<file path="config.mk">
export PLATFORM = sky130hd
export DESIGN_NAME = router_pkt_tx
export DESIGN_NICKNAME = d
export VERILOG_FILES = /design/src/rtl/router_pkg.sv /design/src/rtl/router_tx_buf.sv /design/src/rtl/router_pkt_tx.sv
export SDC_FILE = /design/constraint.sdc
export NUM_CORES = 1
export LEC_CHECK = 0
export CORE_MARGIN = 3
export CORE_UTILIZATION = 52
export DETAILED_ROUTE_END_ITERATION = 6
export DONT_BUFFER_PORTS = 1
export HOLD_SLACK_MARGIN = 0.05
export PLACE_DENSITY = 0.67
export SLEW_MARGIN = 10
export SYNTH_ARGS = -nofsm -noshare
export SYNTH_HDL_FRONTEND = slang
export SYNTH_SLANG_ARGS = --single-unit
</file>
<file path="constraint.sdc">
create_clock -name clk -period 3.2 [get_ports clk]
set_clock_uncertainty 0.2 [all_clocks]
set_input_delay 0.48 -clock clk [delete_from_list [all_inputs] [get_ports clk]]
set_output_delay 0.48 -clock clk [all_outputs]
set_load 0.01 [all_outputs]
</file>
<file path="src/rtl/router_pkg.sv">
// Shared definitions for the router1x3 packet path: header field widths, address encoding
// and the transmitter state type.
package router_pkg;

    localparam int HDR_LEN_W  = 6;
    localparam int HDR_ADDR_W = 2;
    localparam int MAX_LEN    = 63;

    localparam logic [HDR_ADDR_W-1:0] ADDR_INVALID = 2'b11;

    typedef enum logic [2:0] {
        IDLE,
        LOAD,
        HEADER,
        PAYLOAD,
        PARITY,
        GAP
    } tx_state_t;

    // Header byte: length in the upper six bits, destination port in the lower two.
    function automatic logic [7:0] make_header(input logic [HDR_LEN_W-1:0]  len,
                                               input logic [HDR_ADDR_W-1:0] addr);
        return {len, addr};
    endfunction

endpackage

</file>
<file path="src/rtl/router_tx_buf.sv">
// Payload buffer for the packet transmitter: one write port, one combinational read port.
module router_tx_buf #(
    parameter int DEPTH = 64,
    parameter int AW    = 6
) (
    input  logic          clk,
    input  logic          we,
    input  logic [AW-1:0] waddr,
    input  logic [7:0]    wdata,
    input  logic [AW-1:0] raddr,
    output logic [7:0]    rdata
);

    logic [7:0] mem [DEPTH];

    // NOTE: the array has no reset; every entry is written during LOAD before it is read.
    always_ff @(posedge clk) begin
        if (we) begin
            mem[waddr] <= wdata;
        end
    end

    assign rdata = mem[raddr];

endmodule

</file>
<file path="src/rtl/router_pkt_tx.sv">
// Packet source for router1x3: buffers a whole payload, then sends header, payload and parity
// back-to-back under router busy, and watches the router error flag after each packet.
module router_pkt_tx
    import router_pkg::*;
#(
    parameter int MAX_LEN  = router_pkg::MAX_LEN,
    parameter int ERR_WAIT = 3
) (
    input  logic       clk,
    input  logic       reset,
    input  logic       cmd_valid,
    output logic       cmd_ready,
    input  logic [1:0] cmd_addr,
    input  logic [5:0] cmd_len,
    input  logic       cmd_bad_par,
    input  logic       pl_valid,
    output logic       pl_ready,
    input  logic [7:0] pl_data,
    output logic [7:0] pkt_data,
    output logic       pkt_valid,
    input  logic       busy,
    input  logic       error,
    output logic       cmd_reject,
    output logic       tx_done,
    output logic       tx_err,
    output logic [7:0] err_cnt
);

    tx_state_t              state;
    logic [HDR_LEN_W-1:0]   len_q;
    logic [HDR_ADDR_W-1:0]  addr_q;
    logic                   bad_par_q;
    logic [7:0]             par_acc;
    logic [HDR_LEN_W-1:0]   idx;
    logic [7:0]             gap_cnt;
    logic                   err_seen;
    logic [7:0]             rd_data;
    logic                   buf_we;
    logic                   err_now;

    assign buf_we  = (state == LOAD) && pl_valid && pl_ready;
    assign err_now = err_seen | error;

    // idx is the write pointer in LOAD and the next-byte-to-present pointer afterwards.
    router_tx_buf #(
        .DEPTH (MAX_LEN + 1),
        .AW    (HDR_LEN_W)
    ) u_buf (
        .clk   (clk),
        .we    (buf_we),
        .waddr (idx),
        .wdata (pl_data),
        .raddr (idx),
        .rdata (rd_data)
    );

    // NOTE: every register uses non-blocking assignments so all branches see pre-edge values.
    always_ff @(posedge clk) begin
        if (reset) begin
            state      <= IDLE;
            pkt_data   <= '0;
            pkt_valid  <= 1'b0;
            cmd_ready  <= 1'b0;
            pl_ready   <= 1'b0;
            cmd_reject <= 1'b0;
            tx_done    <= 1'b0;
            tx_err     <= 1'b0;
            err_cnt    <= '0;
            len_q      <= '0;
            addr_q     <= '0;
            bad_par_q  <= 1'b0;
            par_acc    <= '0;
            idx        <= '0;
            gap_cnt    <= '0;
            err_seen   <= 1'b0;
        end else begin
            cmd_reject <= 1'b0;
            tx_done    <= 1'b0;
            tx_err     <= 1'b0;
            case (state)
                IDLE: begin
                    cmd_ready <= 1'b1;
                    if (cmd_valid && cmd_ready) begin
                        len_q     <= cmd_len;
                        addr_q    <= cmd_addr;
                        bad_par_q <= cmd_bad_par;
                        par_acc   <= '0;
                        idx       <= '0;
                        if (cmd_addr == ADDR_INVALID || cmd_len == '0) begin
                            cmd_reject <= 1'b1;
                        end else begin
                            state     <= LOAD;
                            cmd_ready <= 1'b0;
                            pl_ready  <= 1'b1;
                        end
                    end
                end
                LOAD: begin
                    if (pl_valid && pl_ready) begin
                        par_acc <= par_acc ^ pl_data;
                        idx     <= idx + 6'd1;
                        if (idx == len_q - 6'd1) begin
                            pl_ready  <= 1'b0;
                            idx       <= '0;
                            pkt_valid <= 1'b1;
                            pkt_data  <= make_header(len_q, addr_q);
                            state     <= HEADER;
                        end
                    end
                end
                HEADER: begin
                    if (!busy) begin
                        par_acc  <= par_acc ^ pkt_data;
                        pkt_data <= rd_data;
                        idx      <= idx + 6'd1;
                        state    <= PAYLOAD;
                    end
                end
                PAYLOAD: begin
                    if (!busy) begin
                        // idx == len_q means the byte now on the wire is the last payload byte.
                        if (idx == len_q) begin
                            pkt_valid <= 1'b0;
                            pkt_data  <= bad_par_q ? ~par_acc : par_acc;
                            state     <= PARITY;
                        end else begin
                            pkt_data <= rd_data;
                            idx      <= idx + 6'd1;
                        end
                    end
                end
                PARITY: begin
                    if (!busy) begin
                        pkt_data <= '0;
                        gap_cnt  <= '0;
                        err_seen <= 1'b0;
                        state    <= GAP;
                    end
                end
                GAP: begin
                    err_seen <= err_now;
                    gap_cnt  <= gap_cnt + 8'd1;
                    if (gap_cnt == 8'(ERR_WAIT - 1)) begin
                        tx_done   <= 1'b1;
                        tx_err    <= err_now;
                        if (err_now && err_cnt != 8'hFF) begin
                            err_cnt <= err_cnt + 8'd1;
                        end
                        cmd_ready <= 1'b1;
                        state     <= IDLE;
                    end
                end
                default: state <= IDLE;
            endcase
        end
    end

endmodule

</file>
Yosys cells after proc, flatten, opt, wreduce, memory -nomap -nowiden
Memory sizes are Yosys's and may differ from the RTL's. A register that Yosys moved wholly into a read port is not among the register bits.
Index checks and enable logic that the tools add are counted.
{"block": "classes", "n_reduce_logical": 28, "div": 0, "addsub": 4, "mul": 0, "shift": 0, "order_cmp": 0, "eq_ne": 20, "n_mux": 51, "n_bitwise": 8}
{"op": "8-bit two-way mux", "count": 10}
{"op": "6-bit two-way mux", "count": 8}
{"op": "8-bit one-hot mux with 4 select lines", "count": 1}
{"op": "3-bit two-way mux", "count": 9}
{"op": "6-bit one-hot mux with 4 select lines", "count": 1}
{"op": "8-bit one-hot mux with 3 select lines", "count": 1}
{"op": "3-bit one-hot mux with 6 select lines", "count": 1}
{"op": "8-bit by 1-bit adder with 8-bit output, second input constant", "count": 2}
{"op": "2-bit != test, second input constant", "count": 8}
{"op": "8-bit one-hot mux with 2 select lines", "count": 1}
{"op": "8-bit bitwise XOR", "count": 2}
{"op": "1-bit two-way mux", "count": 15}
{"op": "6-bit equality test", "count": 2}
{"op": "6-bit AND reduction", "count": 2}
{"op": "5-bit AND reduction", "count": 2}
{"op": "9-bit AND reduction", "count": 1}
{"op": "8-bit by 2-bit equality test with 1-bit output, second input constant", "count": 1}
{"op": "8-bit != test, second input constant", "count": 1}
{"op": "8-bit inverter", "count": 1}
{"op": "1-bit one-hot mux with 2 select lines", "count": 4}
{"op": "2-bit nonzero test", "count": 4}
{"op": "4-bit nonzero test", "count": 2}
{"op": "6-bit by 1-bit adder with 6-bit output, second input constant", "count": 1}
{"op": "3-bit by 2-bit equality test with 1-bit output, second input constant", "count": 2}
{"op": "17 further kinds", "count": 29}
{"block": "totals", "reg_bits": 57, "mem_bits_rw": 512, "word_cells": 128, "rom_bits": 0, "out_inout_bits": 22, "memories": 1, "inputBits": 23, "latchBits": 0}
{"name": "u_buf.mem", "depth": 64, "word_bits": 8, "rd": 1, "rd_clocked_by_memory_dff": 1, "write_ports": 1, "line": "router_tx_buf.sv:14", "rtl": "logic [7:0] mem [DEPTH];"}

Logic depth before layout (Yosys ltp)
Gate-level depths: netlist (run 1).
{"block": "depth", "ltp_word": 7, "ltp_mapped": 10}

Modules after synthesis
A second synthesis (run 1) with hierarchy kept.
{"block": "hier_totals", "cells_unflattened": 1340, "hier_area_um2": 23092.1}
{"module": "router_tx_buf", "area_each_um2": 20076.8, "cells_per_inst": 959, "instances": 1}
{"module": "router_pkt_tx", "area_each_um2": 3015.4, "cells_per_inst": 381, "instances": 1}

Worst setup path after synthesis (run 1)
No wires, ideal clock.
{"block": "synth_path", "kind": "reg-to-reg", "startpoint": "register state[0]", "endpoint": "memory u_buf.mem[30][0] (enable)", "t_arrival_ps": 1764, "period_less_slack_ps": 2335, "path_stages_with_launch": 6, "slack_ps": 865, "t_required_ps": 2630, "n_path_buf": 1, "cell_sequence": "dfxtp_1 -> buf_2 -> nand3_1 -> nor4_1 -> nand3_1 -> nor2_1"}
{"block": "synth_via", "elab_chain_cells": 5}
{"item": "start, declared", "line": "router_pkt_tx.sv:29", "rtl": "tx_state_t state;"}
{"item": "start signal, assigned", "line": "router_pkt_tx.sv:60", "rtl": "state <= IDLE;"}
{"item": "start signal, assigned", "line": "router_pkt_tx.sv:92", "rtl": "state <= LOAD;"}
{"item": "start signal, assigned", "line": "router_pkt_tx.sv:107", "rtl": "state <= HEADER;"}
{"item": "3-bit by 1-bit equality test with 1-bit output", "line": "router_pkt_tx.sv:41", "rtl": "assign buf_we = (state == LOAD) && pl_valid && pl_ready;"}
{"item": "1-bit logical AND (2 in series)", "line": "router_pkt_tx.sv:41"}
{"item": "1-bit two-way mux", "line": "router_tx_buf.sv:18", "rtl": "if (we) begin"}
{"item": "1-bit two-way mux (implied by the code)", "line": "router_tx_buf.sv:19", "rtl": "mem[waddr] <= wdata;"}
{"item": "end, declared", "line": "router_tx_buf.sv:14"}
Every way passes these cells.

Final worst setup path (run 1)
{"block": "layout_path", "startpoint": "register idx[4]", "endpoint": "register pkt_valid"}
{"block": "layout_via", "elab_chain_cells": 3, "word_cells_on_any_way": 5, "cone_classes": "eq/ne (4); reduce/logical (1)"}
{"item": "start, declared", "line": "router_pkt_tx.sv:34", "rtl": "logic [HDR_LEN_W-1:0] idx;"}
{"item": "start signal, assigned", "line": "router_pkt_tx.sv:101", "rtl": "idx <= idx + 6'd1;"}
{"item": "start signal, assigned", "line": "router_pkt_tx.sv:115", "rtl": "idx <= idx + 6'd1;"}
{"item": "start signal, assigned", "line": "router_pkt_tx.sv:128", "rtl": "idx <= idx + 6'd1;"}
{"item": "6-bit equality test, on equally long branches", "line": "router_pkt_tx.sv:122, router_pkt_tx.sv:102"}
{"item": "2-bit != test (no line) or 2-bit by 1-bit != test with 1-bit output (tied branches)"}
{"item": "5-bit AND reduction (no line) *"}
{"item": "end signal, assigned", "line": "router_pkt_tx.sv:62", "rtl": "pkt_valid <= 1'b0;"}
{"item": "end signal, assigned", "line": "router_pkt_tx.sv:105", "rtl": "pkt_valid <= 1'b1;"}
{"item": "end signal, assigned", "line": "router_pkt_tx.sv:123", "rtl": "pkt_valid <= 1'b0;"}
{"item": "end, declared", "line": "router_pkt_tx.sv:20", "rtl": "output logic pkt_valid,"}
Mark *: on every way between the ends. The rest lies on a longest branch, timed or not.
A chain may end at the register's enable or synchronous reset.

==> results of run 1 <==
## area by class of cell
cell class	count	area, sq um
clock buffer	68	1530
tap	585	732.0
sequential	575	16650
inverter	10	37.54
timing repair buffer	136	1334
multi-input combinational	720	6068
clock inverter	35	320.3
fill	3215	16880
## placed cells by master (no fill, tap or decap), types with 7 or more instances in the layout
cell           Yosys  final
or3_1             13     13
clkinv_2           0     12
mux4_2            87     87
a22oi_1           49     49
nand3b_1           7      7
mux2i_1          104    104
nor4_1            15     15
clkbuf_16          0     58
nor3_1            19     19
a21oi_1           55     55
o22ai_1           23     23
buf_12             0      8
nor2_1           119    119
o21ai_0           19     19
inv_1              9      9
clkinv_1           1     14
nand2_1           57     57
buf_16             0      8
a211oi_1           9      9
xnor2_1           15     15
dfxtp_1           63     59
edfxtp_1         512    512
nand4_1           12     12
nor2b_1            9      9
xor2_1            15     15
nand3_1           21     21
dlygate4sd3_1      0     21
buf_4             16     99
o31ai_1            8      8
## power by group through the flow
stage                     logic [mW]  registers (mW)  clock network [mW]
after floorplan                0.377            8.36                   0
after global placement         0.452            8.38                   0
after detailed placement       0.459            8.38                   0
after CTS                      0.633            8.22                6.70
after global routing           0.682            8.22                7.03
final                          0.635            8.22                6.61
## worst max-delay path: cells and delay by family, from the launching register on
| kind | cells | cell delay, ps |
|---|---|---|
| simple gates | 2 | 810 |
| flops | 1 | 690 |
| buf+inv | 1 | 560 |
| compound gates | 2 | 370 |
| xor+xnor | 1 | 280 |
## state kept, by name, indices dropped and copies added, names as in the netlist, 2 cells and up, named ones only
name / flops
len_q: 6
par_acc: 8
gap_cnt: 8
err_cnt: 8
idx: 6
state: 3
pkt_data: 8
addr_q: 2
u_buf.mem: 512
## cells by family after synthesis
| group | share of synthesized area (%) |
|---|---|
| muxes | 13.21 |
| DFF | 71.82 |
| buffers and inverters | 1.982 |
| xor gates and xnor gates | 1.134 |
| adders and majority gates | 0.2701 |
| and+or+nand+nor | 6.396 |
| AOI/OAI and AO/OA | 5.186 |
## path summary, 6_finish.rpt
kind	from	end	slack, ps
setup / recovery	idx[4]	pkt_valid	180
hold / removal	pl_data[2]	u_buf.mem[29][2]	50
setup reg to reg	idx[4]	pkt_valid	180
hold reg to reg	par_acc[1]	par_acc[1]	300
## layer usage
layer,part of all wire [%],up-vias,GRT usage (%)
met5,0,-,0
met4,3.0,0,7.328
met3,6.9,97,4.342
met2,49,475,37.54
met1,42,6575,32.57
li1,-,5729,-
## through the flow
step	hold WS, ps	total power, mW	util [%]
after global placement	262.6	8.835	55.95
final	52.90	15.47	61.23
after detailed placement	273.7	8.843	55.95
after floorplan	236.6	8.733	-
after CTS	51.02	15.56	61.23
after global routing	59.85	15.94	61.23
==> metrics, run 1 <==
Yosys top cell area share=between 60% and 70%; Max VDD drop=roughly 0.00047 V; final instance area=about 27000 sq um; GR Overflow Total=0; Comb power frac=between 4 and 5%; vias in the first global route=between 10000 and 15000; clk_lat worst skew=about 600 ps; Worst Tran Pin Value=around 900 ps; All-Layer GR Usage=between 20% and 30%; I/O pin cnt=between 40 and 50; die area=around 47000 sq um; # hold bufs at CTS=30; Setup Buffers After CTS=0; Num CTS Buffers=55; CTS tree=built; die height=approximately 220 um; antenna violations before repair=0; RSZ-0062 raised after global routing=no; clock power share=42.7%; first-pass GRT wire length=between 80000 and 90000 um; IO Port Bufs=0; Crit-path slowest cell=dfxtp_1; Unique masters post-synth=between 60 and 70; Worst Path Required=3480 ps; Placed Area=24370 sq um; Ys Warns=0; sequential share of power=between 50 and 60%; status=finished, final reports clean; Slew HR=about two fifths; crit-path max cell delay=slightly below 700 ps; leakage dissipation=around 8.3 nW; Synth area leader=edfxtp_1; crit start category=flop; Internal=12.31 mW; dpl ws=approximately 380 ps; std cell rows=between 70 and 80; r2r worst-path depth=6; Setup CP Type=reg2reg; synthesized area per cell=roughly 17 sq um; n_diodes=0; vias=between 10000 and 15000; Pre-antenna DRT Iters=6; placeable core region=43550 sq um; HP Class=in2reg; Slew Limit Fails=0; Mapped Nets=~1400; pin count of the biggest net entering global routing=between 60 and 70; Worst setup EP type=flop; asr flop ratio synth=0%; Post-Layout Cell Count=~2100; nets=roughly 1500; EDFF count, synth=approximately 510; CTS resizes=0; setup TNS=0 ps; Final setup viols=0; Die Wd=~220 um; post-synthesis sequential area ratio=71.82%; CTS max path bufs=3; CP Cell Sequence=xor2_1, nor4_4, nand3_1, o21ai_0, a21oi_1, dlygate4sd3_1; GP Congestion=between 0.9 and 1; starting density of the core=a little over half; maxcap violations=0; CP Data Arrival Time=around 3300 ps; NetSw=3.153 mW; Hold Path Depth=1; dpl hpwl=33620 um; synth top area cells=edfxtp_1 (66%), mux4_2 (8.5%), dfxtp_1 (5.4%); Iter 0 DRT Violations=1363; fin crit share=94.24%; drt via density=around 6.0; final wirelength=53970 um; top post-synthesis cells by count=edfxtp_1 (512), nor2_1 (119), mux2i_1 (104), mux4_2 (87), dfxtp_1 (63); top-count cell post-synth=edfxtp_1; synthesized area=between 20000 and 25000 sq um; CTS Sinks=between 500 and 600; Fmax=0.3316 GHz; DRC errors left=0; crit path time final=just over 3000 ps; Hold Vio Cnt, Final=0; DR WL/cell=~25 um; Sw Share=~20%; prevailing post-synth register cell=edfxtp_1; Area Growth Syn to Fin=15.13%; CTS Root Cell=clkbuf_16; Placed Instances=1996; pwr dens=between 500 and 600 nW/um^2; Antenna Nets Post-Route=0; synthesized netlist cell count=between 1000 and 1500; Worst-path clk slew=around 60 ps; Final WS setup=approximately 180 ps; htree depth=2; Synth Register Bits=roughly 580; fraction of layout instances using a drive strength above 1=slightly below 20%; worst-path fanout max=11
Power figures use the tool's default switching activity.
==> inputs of run 2 (changes only) <==
- GPL_ROUTABILITY_DRIVEN: default -> 0
- GPL_TIMING_DRIVEN: default -> 0
==> run 2 against run 1 <==
Net effect: the flow now finishes with violations (negative setup slack); final area fell by 0.85%; fmax fell by 7.4%; routed wire length rose by 4.5%; clock power rose by 2%; non-clock buffer count fell by 38; via count rose by 0.69%; setup slack got worse by 240 ps; sequential share of layout area rose by 0.50 points; die area did not move; cell count fell by 1.6%; register-to-register slack got worse by 240 ps; hold slack improved by 12 ps; largest power group unchanged.
==> metrics, run 2 (synthesis results as in run 1) <==
status=finished, violations left; failing checks=negative setup slack; htree depth=2; Pwr Total=approximately 16 mW; vias in the first global route=approximately 13000; Pre-antenna DRT Iters=6; Max VDD drop=around 0.00059 V; NetSw=3.244 mW; drt via density=~6.2; CTS Root Cell=clkbuf_16; Internal=between 10 and 15 mW; Slew HR=between 30% and 40%; Die Wd=217.1 um; IO Port Bufs=0; Worst Tran Pin Value=slightly below 1000 ps; die area=approximately 47000 sq um; crit-path max cell delay=slightly below 900 ps; fin crit share=101.7%; Setup CP Type=reg2reg; pwr dens=approximately 590 nW/um^2; Fill cells=approximately 3200; Crit-path slowest cell=nor2_1; Area Growth Syn to Fin=14.15%; clock power share=roughly 43%; Hold Vio Cnt, Final=0; DRC errors left=0; crit path time final=3256 ps; I/O pin cnt=45; setup TNS=-947.6 ps; most frequent cells in the layout=edfxtp_1 (512), mux2i_1 (104), mux4_2 (87); Slew Limit Fails=0; first-pass GRT wire length=83340 um; Worst Path Required=around 3200 ps; std cell rows=76; Antenna Nets Post-Route=0; Sw Share=between 20% and 30%; Util after Layout=approximately 60%; crit start category=flop; placeable core region=approximately 44000 sq um; final wirelength=~56000 um; GR Overflow Total=0; Worst-path clk slew=70 ps; worst setup path end=u_buf.mem[37][3]; worst-path fanout max=10; die height=about 220 um; Comb power frac=4.4%; RSZ-0062 raised after global routing=yes; dpl ws=-373.3 ps; nets=1490; DR WL/cell=about 27 um; All-Layer GR Usage=24.02%; max reg flops=512; Multi-input gate area=between 6000 and 7000 sq um; CP Cell Sequence=buf_2, nand3_1, nor3_1, and2_1, nand2_1, nor2_1; sequential share of power=approximately 53%; Num CTS Buffers=57; RR Endpoint=u_buf.mem[37][3]; maxcap violations=0; Crit Reg-Reg Startpoint=state[0]; vias=between 10000 and 15000; FF/Latch Area=16640 sq um; Fmax=~0.3 GHz; Worst setup EP type=flop; clk_lat worst skew=slightly above 600 ps; antenna violations before repair=1; CTS Sinks=approximately 580; HP Class=in2reg; fraction of layout instances using a drive strength above 1=about a fifth; dpl hpwl=35700 um; r2r worst-path depth=6; pin count of the biggest net entering global routing=66; smallest hold slack=between 60 and 70 ps; Final WS setup=-55.75 ps; CTS max path bufs=3; CTS tree=built; Final setup viols=25; Iter 0 DRT Violations=between 1000 and 1500; WP depth=6; starting density of the core=a little over half; Biggest register=u_buf.mem; leakage dissipation=7.988 nW; Crit. Startpoint=state[0]; worst reg-to-reg setup slack=-60 ps; CP Data Arrival Time=approximately 3300 ps; commonest non-fill, non-tap cell in the layout=edfxtp_1; CP top delay family=simple AND/OR/NAND/NOR gates; Buf+Inv Stages, Crit Path=1
-- run 2: cell types whose count changed in the layout (fill, tap and decap cells not counted), sizes merged --
cell         before  now
diode             0    1
inv              10   12
clkinvlp          1    2
dlygate4sd3      21   18
clkbuf           68   93
buf             115   53
bufinv            6    7
-- run 2: layout make-up --
| class | instances | area share (%) |
|---|---|---|
| diodes | 1 | 0.009464 |
| plain buffers | 72 | 1.623 |
| clock buffers | 66 | 5.674 |
| clock inverters | 39 | 1.415 |
| inverters | 10 | 0.1420 |
| multi-input cells | 720 | 23.94 |
| flip-flops and latches | 575 | 62.92 |
| well taps | 585 | 2.768 |
| repair buffers | 26 | 1.514 |
-- run 2: power groups by stage --
stage | logic, mW | registers [mW] | clock network [mW]
floorplan | 0.377 | 8.36 | 0
global placement | 0.511 | 8.36 | 0
detailed placement | 0.516 | 8.36 | 0
CTS | 0.680 | 8.20 | 6.78
global route | 0.731 | 8.20 | 7.07
finish | 0.683 | 8.20 | 6.71
-- run 2: what timing repair did --
item / in CTS / in global routing
hold endpoints to repair: 537 / 0
hold buffers: 26 / 0
setup buffers: 0 / 0
setup endpoints to repair: 325 / 326
pin swaps: 0 / 0
resized for setup: 23 / 58
-- run 2: routing by layer --
| metal | vias to the layer above | routed length, um | track usage (%) |
|---|---|---|---|
| met2 | 524 | 26650 | 37.99 |
| met1 | 6630 | 23390 | 33.26 |
| met4 | 0 | 2371 | 10.35 |
| met3 | 142 | 3976 | 4.314 |
| met5 | - | 0 | 0 |
| li1 | 5669 | - | - |
-- run 2: how the worst min path moves through the flow --
stage	startpoint	cells after the start	end	slack (ps)
floorplan	addr_q[0]	2	addr_q[0]	240
global route	pl_data[2]	1	u_buf.mem[29][2]	60
global placement	addr_q[1]	2	addr_q[1]	280
detailed placement	addr_q[1]	2	addr_q[1]	280
CTS	pl_data[2]	1	u_buf.mem[29][2]	50
finish	pl_data[2]	1	u_buf.mem[29][2]	60
-- run 2: worst reg2reg max path: cells and delay by family, from the launching register on --
kind	cells	cell delay [ps]
buffers and inverters	1	240
flip-flops	1	390
AND/OR/NAND/NOR	5	2050
-- run 2: stage by stage --
step / cells / cell area (sq um)
after floorplan: 1377 / 23160
after global placement: 1962 / 23900
after detailed placement: 1962 / 23900
after CTS: 2093 / 26250
after global routing: 2093 / 26440
final: 2094 / 26440
==> variant: new RTL, flow settings as in run 1 <==
Set the package constant `MAX_LEN` to 126 (it was 63).
--- a/src/rtl/router_pkg.sv
+++ b/src/rtl/router_pkg.sv
@@ -4,7 +4,7 @@
 
     localparam int HDR_LEN_W  = 6;
     localparam int HDR_ADDR_W = 2;
-    localparam int MAX_LEN    = 63;
+    localparam int MAX_LEN    = 126;
 
     localparam logic [HDR_ADDR_W-1:0] ADDR_INVALID = 2'b11;
 
Function: same outputs for any inputs over 4 cycles, from zero or initial values and one cycle with reset high; that may be too few to reach the edited logic, so the function may still have changed.
==> variant against run 1 <==
  * Sequential cell count unchanged
  * Synthesized area decreased by 0.48%
  * Wire length grew 1.1%
  * Cell area grew 0.33%
  * Highest routed layer unchanged
  * Largest power group unchanged
  * Power down 0.83%
  * Sequential power barely moved
  * Clock power about the same
  * Die area fell by 0.46%
  * Sequential share of layout area is 0.20 points lower
  * First-iteration DRC count rose by 12%
  * Critical path type unchanged
  * Core utilization increased by 0.34 points
  * Setup slack worse by 6.5 ps
==> variant: results (changes against run 1) <==
GR met1 Demand/Resource: 33.6% (+1.0 points)
Mux share of post-synthesis cell area: 13.6% (+0.43 points)
Critical path peak fanout: 6 (-5)
Hpwl dp: 33200 µm (-1.2%)
Max VDD drop: 0.457 mV (-2.5%)
Post-synthesis adder-cell area fraction: 0.271% (+0.0013 points)
Ys async rst share: 0% (unchanged)
DRT iter0 DRCs: 1523 (+12%)
First-pass GRT wire length: 82300 µm (+0.75%)
Pleak: 8.50 nW (+2.1%)
Largest register FFs: 512 (unchanged)
Final min period: 3020 ps (+6.51 ps)
Post-synthesis xor/xnor area fraction: 1.22% (+0.081 points)
Final cell count without fillers: 2107 (-1.0%)
R2R Path End: state[2]
Placed Area: 24400 µm² (+0.14%)
Synth cell count leaders: 512 x edfxtp_1, 134 x nor2_1, 102 x mux4_2
R2R depth: 7 (+1)
Initial antenna violation count: 1 (+1)
Syn Nets: 1371 (-2.4%)
CTS root buffer: clkbuf_16
Pin count of the biggest net entering global routing: 66 (unchanged)
Vias in the first global route: 12900 (+0.49%)
Via-to-Cell Ratio: 6.12 (+1.2%)
Layout cells sized above 1: 21.0% (+1.4 points)
Routed wl met2: 25500 µm (-2.7%)
Layout Nets: 1503 (-1.5%)
Final wirelength: 54600 µm (+1.1%)
Met3 Resource Use GR: 5.47% (+1.1 points)
Placed insts: 1967 (-1.5%)
Largest Register: u_buf.mem
DP Worst Slack: 232 ps (-145 ps)
Status: finished, final reports clean
Met2 usage: 36.5% (-1.0 points)
Die boundary width: 217 µm (-0.23%)
Ranking of synthesized cells by area: edfxtp_1 67%, mux4_2 10%, dfxtp_1 5.5%
CP Data Arrival Time: 3310 ps (+20 ps)
Least-Margin Pin Slew: 970 ps (+57.1 ps)
Reg2Reg Setup Slack: 180 ps
DR pass1 iterations: 5 (-1)
Placer Congestion: 0.867 (-4.5%)
Post-synth cell types: 66 (-1.5%)
Seq/Total Area, Yosys: 72.2% (+0.35 points)
Metal-1 WL: 22700 µm (+1.1%)
Num CTS Buffers: 56 (+1.8%)
Met3 routed WL: 4800 µm (+29%)
Complex-gate fraction of the synthesized area: 4.91% (-0.28 points)
GRT Util Overall: 23.6% (+0.31 points)
Synthesized netlist cell count: 1343 (-2.5%)
Post-synth top area cell: edfxtp_1
==> variant: changes by cell type after synthesis, sizes merged, moves of 6 or more <==
cell | before | now
or3 | 13 | 3
o31ai | 8 | 2
nor2 | 120 | 134
o22ai | 23 | 15
mux2i | 104 | 78
a21oi | 55 | 28
mux4 | 88 | 102
nor4 | 17 | 6
==> variant: how the worst min path moves through the flow <==
stage / startpoint / endpoint / slack (ps) / cells after the start
final: pl_data[0] / u_buf.mem[57][0] / 70 / 1
after global routing: pl_data[7] / u_buf.mem[60][7] / 70 / 1
after CTS: busy / state[0] / 50 / 4
after detailed placement: addr_q[0] / addr_q[0] / 270 / 2
after global placement: addr_q[0] / addr_q[0] / 260 / 2
after floorplan: addr_q[1] / addr_q[1] / 240 / 2
==> variant: repair_timing <==
action,CTS,global route
setup buffers,0,0
hold buffers,35,0
endpoints found under the hold margin,568,0
==> variant: layout make-up <==
type	count	area, µm²
clock buffers	71	1510
clock inverters	34	345
fillers	3144	16700
inverters	9	33.8
multi-input cells	689	6080
flip-flops and latches	575	16600
well taps	585	732
repair buffers	144	1410
==> variant: worst max-delay path, cell delays in order, from the launching register on <==
cell	delay (ps)
dfxtp_1	480
xor2_1	170
or4_4	600
or2_1	270
a221oi_2	410
a21bo_2	200
a21oi_1	50
dlygate4sd3_1	550
==> variant: report_power, final <==
group / leakage (nW) / internal, mW / switching [mW] / total (mW)
Clock: 0.913 / 3.90 / 2.73 / 6.62
Combinational: 2.47 / 0.200 / 0.297 / 0.497
Sequential: 5.11 / 8.18 / 0.0375 / 8.22
Total: 8.50 / 12.3 / 3.06 / 15.3
